### src/rtl/alu_cond_unit.sv
// alu_cond_unit: control-side partner of the datapath ALU.
// Decodes op/funct into the ALU control code, derives NZCV from the ALU's
// operands and result, holds the architectural flags register and gates
// register, memory and PC writes with the instruction's condition field.
module alu_cond_unit #(
  parameter int N = 32
) (
  input  logic         i_clk,
  input  logic         i_reset,
  input  logic         i_en,
  input  logic [3:0]   i_cond,
  input  logic [1:0]   i_op,
  input  logic [5:0]   i_funct,
  input  logic [N-1:0] i_a,
  input  logic [N-1:0] i_b,
  input  logic [N-1:0] i_result,
  input  logic         i_reg_write_in,
  input  logic         i_mem_write_in,
  input  logic         i_pc_src_in,
  output logic [1:0]   o_alu_ctl,
  output logic         o_reg_write,
  output logic         o_mem_write,
  output logic         o_pc_src,
  output logic         o_cond_ex,
  output logic [3:0]   o_flags
);

  // Data-processing command encodings (funct[4:1])
  localparam logic [3:0] CMD_AND = 4'b0000;
  localparam logic [3:0] CMD_SUB = 4'b0010;
  localparam logic [3:0] CMD_ADD = 4'b0100;
  localparam logic [3:0] CMD_CMP = 4'b1010;
  localparam logic [3:0] CMD_ORR = 4'b1100;

  // ALU control codes
  localparam logic [1:0] ALU_ADD = 2'b00;
  localparam logic [1:0] ALU_SUB = 2'b01;
  localparam logic [1:0] ALU_AND = 2'b10;
  localparam logic [1:0] ALU_ORR = 2'b11;

  // Instruction-class encodings (op)
  localparam logic [1:0] OP_DP  = 2'b00;
  localparam logic [1:0] OP_MEM = 2'b01;

  // Condition test against a {N,Z,C,V} flag vector
  function automatic logic cond_pass(input logic [3:0] c, input logic [3:0] f);
    logic fn, fz, fc, fv;
    logic res;
    fn = f[3];
    fz = f[2];
    fc = f[1];
    fv = f[0];
    case (c)
      4'b0000: res = fz;                         // EQ
      4'b0001: res = ~fz;                        // NE
      4'b0010: res = fc;                         // CS
      4'b0011: res = ~fc;                        // CC
      4'b0100: res = fn;                         // MI
      4'b0101: res = ~fn;                        // PL
      4'b0110: res = fv;                         // VS
      4'b0111: res = ~fv;                        // VC
      4'b1000: res = fc & ~fz;                   // HI
      4'b1001: res = ~fc | fz;                   // LS
      4'b1010: res = (fn == fv);                 // GE
      4'b1011: res = (fn != fv);                 // LT
      4'b1100: res = ~fz & (fn == fv);           // GT
      4'b1101: res = fz | (fn != fv);            // LE
      4'b1110: res = 1'b1;                       // AL
      default: res = 1'b0;                       // 1111: never
    endcase
    return res;
  endfunction

  logic [3:0]   r_flags;
  logic [3:0]   w_cmd;
  logic         w_s;
  logic         w_u;
  logic [1:0]   w_alu_ctl;
  logic         w_fw_nz;
  logic         w_fw_cv;
  logic         w_no_write;
  logic [N-1:0] w_nb;
  logic [N:0]   w_sum;
  logic         w_nf;
  logic         w_zf;
  logic         w_cf;
  logic         w_vf;
  logic         w_cond_ex;
  logic         w_ex;
  logic         w_unused;

  assign w_cmd = i_funct[4:1];
  assign w_s   = i_funct[0];
  assign w_u   = i_funct[3];

  // Decode ALU control, flag-write enables and the CMP write suppression
  always_comb begin
    w_alu_ctl  = ALU_ADD;
    w_fw_nz    = 1'b0;
    w_fw_cv    = 1'b0;
    w_no_write = 1'b0;
    case (i_op)
      OP_DP: begin
        case (w_cmd)
          CMD_ADD: begin
            w_alu_ctl = ALU_ADD;
            w_fw_nz   = w_s;
            w_fw_cv   = w_s;
          end
          CMD_SUB: begin
            w_alu_ctl = ALU_SUB;
            w_fw_nz   = w_s;
            w_fw_cv   = w_s;
          end
          CMD_CMP: begin
            // CMP exists only to set flags, so S is irrelevant
            w_alu_ctl  = ALU_SUB;
            w_fw_nz    = 1'b1;
            w_fw_cv    = 1'b1;
            w_no_write = 1'b1;
          end
          CMD_AND: begin
            w_alu_ctl = ALU_AND;
            w_fw_nz   = w_s;
          end
          CMD_ORR: begin
            w_alu_ctl = ALU_ORR;
            w_fw_nz   = w_s;
          end
          default: begin
            w_alu_ctl = ALU_ADD;
          end
        endcase
      end
      OP_MEM: begin
        // U selects whether the offset is added to or taken from the base
        if (w_u) begin
          w_alu_ctl = ALU_ADD;
        end else begin
          w_alu_ctl = ALU_SUB;
        end
      end
      default: begin
        w_alu_ctl = ALU_ADD;
      end
    endcase
  end

  // Rebuild the adder carry from the operands; N and Z come only from result
  assign w_nb  = w_alu_ctl[0] ? ~i_b : i_b;
  assign w_sum = {1'b0, i_a} + {1'b0, w_nb} + {{N{1'b0}}, w_alu_ctl[0]};
  assign w_nf  = i_result[N-1];
  assign w_zf  = (i_result == {N{1'b0}});
  assign w_cf  = w_sum[N];
  assign w_vf  = (i_a[N-1] == w_nb[N-1]) & (i_result[N-1] != i_a[N-1]);

  // Condition uses the registered flags; new flags are never forwarded
  assign w_cond_ex = cond_pass(i_cond, r_flags);
  assign w_ex      = i_en & w_cond_ex;

  assign o_alu_ctl   = w_alu_ctl;
  assign o_cond_ex   = w_cond_ex;
  assign o_reg_write = i_reg_write_in & w_ex & ~w_no_write;
  assign o_mem_write = i_mem_write_in & w_ex;
  assign o_pc_src    = i_pc_src_in & w_ex;
  assign o_flags     = r_flags;

  assign w_unused = &{1'b0, i_funct[5], w_sum[N-1:0]};

  // Architectural flags register: N/Z and C/V groups update independently
  always_ff @(posedge i_clk or posedge i_reset) begin
    if (i_reset) begin
      r_flags <= 4'b0000;
    end else if (w_ex) begin
      if (w_fw_nz) begin
        r_flags[3:2] <= {w_nf, w_zf};
      end
      if (w_fw_cv) begin
        r_flags[1:0] <= {w_cf, w_vf};
      end
    end
  end

endmodule

### config.mk
export PLATFORM = sky130hd
export DESIGN_NAME = alu_cond_unit
export DESIGN_NICKNAME = d
export VERILOG_FILES = /design/src/rtl/alu_cond_unit.sv
export SDC_FILE = /design/constraint.sdc
export NUM_CORES = 1
export LEC_CHECK = 0
export BUFFER_PORTS_ARGS = -buffer_cell sky130_fd_sc_hd__buf_2
export CAP_MARGIN = 30
export CORE_MARGIN = 1
export CORE_UTILIZATION = 40
export DETAILED_ROUTE_END_ITERATION = 7
export PLACE_DENSITY = 0.84
export SETUP_SLACK_MARGIN = 0.1
export SKIP_CTS_REPAIR_TIMING = 1
export SLEW_MARGIN = 20
export SYNTH_ARGS = -nofsm -noshare
export SYNTH_HDL_FRONTEND = slang
export SYNTH_SLANG_ARGS = --single-unit
### constraint.sdc
create_clock -name i_clk -period 2 [get_ports i_clk]
set_input_delay 0.2 -clock i_clk [delete_from_list [all_inputs] [get_ports i_clk]]
set_output_delay 0.2 -clock i_clk [all_outputs]
set_load 0.03 [all_outputs]
==> reports/metrics.yaml <==
run_status:
  outcome: "complete, but fails checks"
  violations: "setup timing"
global_routing:
  grt_pass1_wl_mm: 7.49
  grt_use_total: 0.222
  grt_max_degree: 30
  grt_overflow: 0
  antenna_found_initial: 0
  grt_pass1_vias: 1805
sta:
  period_needed_ns: 2.35
  setup_viol: 5
  fin_worst_skew_ns: 0.00139
  timing.fmax_mhz: 426
  finalCritPeriodShare: 1.17
  fin_ws_ns: -0.349
  worst_slew_pin_slew_ns: 0.347
  slew_viol_final: 0
  rsz0062_at_grt: "yes"
  tns_ns: -0.892
  slew_headroom: 0.767
  finalHoldViolCount: 0
synth:
  synthCells: 196
  synthFlopType: "dfrtp_1"
  yosysMostFrequentCell: "xor2_1"
  synth_adder_area_share: 0.248
  synth_edf_count: 0
  yosys.area.top_type: "ha_1"
  synth.mux.area_fraction: 0.0360
  async_reset_ff_frac: 1.00
  ys_seq_elements: 4
  synth_top_family_by_area: "adder cells"
  yosys-top-cells-area: "ha_1 25%, xor2_1 18%, dfrtp_1 6.4%"
  synthTopCellsByCount: "32 x xor2_1, 31 x ha_1, 16 x a21oi_1, 16 x nand2_1, 12 x nor2_1"
  yosys.area_share.xor_xnor: 0.190
  seq_area_frac_synth: 0.0639
  netlist-cell-type-count: 39
  synth-compound-area-share: 0.186
  synth_nets: 341
  avgSynthCellArea_um2: 7.99
  synth.cell_area_um2: 1570
  synth-simple-area-share: 0.244
  yosysWarnings: 0
  synth_top_area_frac: 0.248
drt:
  drtPass1Iterations: 4
  viasPerCell: 5.16
  route.detailed.drc: 0
  wl_per_cell_um: 12.7
  first_iter_violations: 97
  vias: 1983
  antenna_left: 0
  drt-total-wl_mm: 4.87
min_path:
  min_path_cells: 2
  hold_path.class: "input port to flop"
layout:
  fin_nets: 482
  drive_gt1_frac: 0.503
  nFillCells: 340
  diodes: 0
  largest_reg_flops: 4
  syn_to_final_growth_pct: 63.1
pwr:
  ir_drop_mv: 0.273
  leakage_nw: 1.34
  power.density_nw_per_um2: 363
die:
  start_util: 0.421
  die-area_um2: 4170
  coreArea_um2: 3720
  dieHeight_um: 64.6
  num_io_pins: 124
  rows: 22
  die_w_um: 64.6
cts:
  cts_buffer_depth: 2
  htreeDepth: 1
  cts_sinks: 4
  insertion_delay_ns: 0.22
  cts.clk_slew.worst_paths_ns: 0.03
  clockRootBuffer: "clkbuf_8"
  numCtsBuffers: 3
  cts_tree: "done"
placed_design:
  place_ws_ns: -0.624
  io_buffers: 122
  gp_congestion: 0.847
  detailed_place_hpwl_mm: 3.96
run:
  max_cap_viol_count: 0
critical_path:
  cp-end-kind: "flop"
  cp-start-kind: "input port"
  arrival_ns: 2.44
  required_ns: 2.09
  worstRegToRegCells: 7
  cp_max_fo: 13
  critPathKind: "input port to flop"
worst max-delay path, cell delays in order:
cell and delay [ns]:
buf_2 0.13, o21bai_2 0.21, a221oi_4 0.33, buf_12 0.20
xor2_1 0.16, ha_1 0.27, a21oi_1 0.18, o21ai_2 0.09
a221oi_2 0.28, o21ai_1 0.10, o211ai_1 0.17, a2bb2oi_1 0.09
cell usage in the layout, fill, tap and decap left out, drive strengths merged, types with 3 or more instances in the layout:
master,n
a21oi,17
inv,4
o211ai,4
dfrtp,4
a211oi,5
buf,141
mux2,5
xor2,32
nand2,16
nand4,8
nand2b,5
nor4,9
nor3,3
clkbuf,5
nor2,12
o21ai,7
ha,31
where the power goes:
group          internal, mW  switching, mW
registers            0.0954         0.0210
clock network         0.136         0.0453
logic                 0.318          0.310
total                 0.550          0.376
area by class of cell:
cell class	instances	area, um2	area share
tap	48	60.1	0.0235
clock buffer	4	45.0	0.0176
multi-input combinational	181	1510	0.590
timing repair buffer	143	825	0.323
sequential	4	101	0.0397
inverter	4	15.0	0.00588
per-layer routing:
layer	track usage	up-vias	routed length (um)
met5	0	-	0
met1	0.266	887	2060
met2	0.400	64	2500
met4	0.0694	0	68
met3	0.0370	8	248
li1	-	1024	-
kinds of logic after synthesis:
family          count (synthesis)
simple gates                   67
compound gates                 44
flops                           4
xor+xnor                       34
fa+ha+maj                      31
buf+inv                        11
mux                             5
path summary, 6_finish.rpt:
| check | startpoint | end | slack (ns) |
|---|---|---|---|
| worst max-delay path | i_funct[3] | o_flags[1] | -0.35 |
| worst min register to register | o_flags[3] | o_flags[3] | 0.59 |
| min in group asynchronous | i_reset | o_flags[2] | 0.43 |
| max in group asynchronous | i_reset | o_flags[3] | 1.41 |
| worst min-delay path | i_result[31] | o_flags[3] | 0.27 |
| worst max register to register | o_flags[0] | o_flags[0] | 0.09 |
through the flow:
stage               area [um2]  utilization  instances  total power [mW]  hold WS, ns
finish                    2550        0.687        384             0.927        0.266
global route              2550        0.687        384              1.02        0.262
CTS                       2400        0.647        375             0.887       -0.136
detailed placement        2360        0.635        371             0.700       0.0942
global placement          2360        0.635        371             0.681       0.0886
floorplan                 1650            -        196             0.476      -0.0340
(Power assumes the default switching activity.)
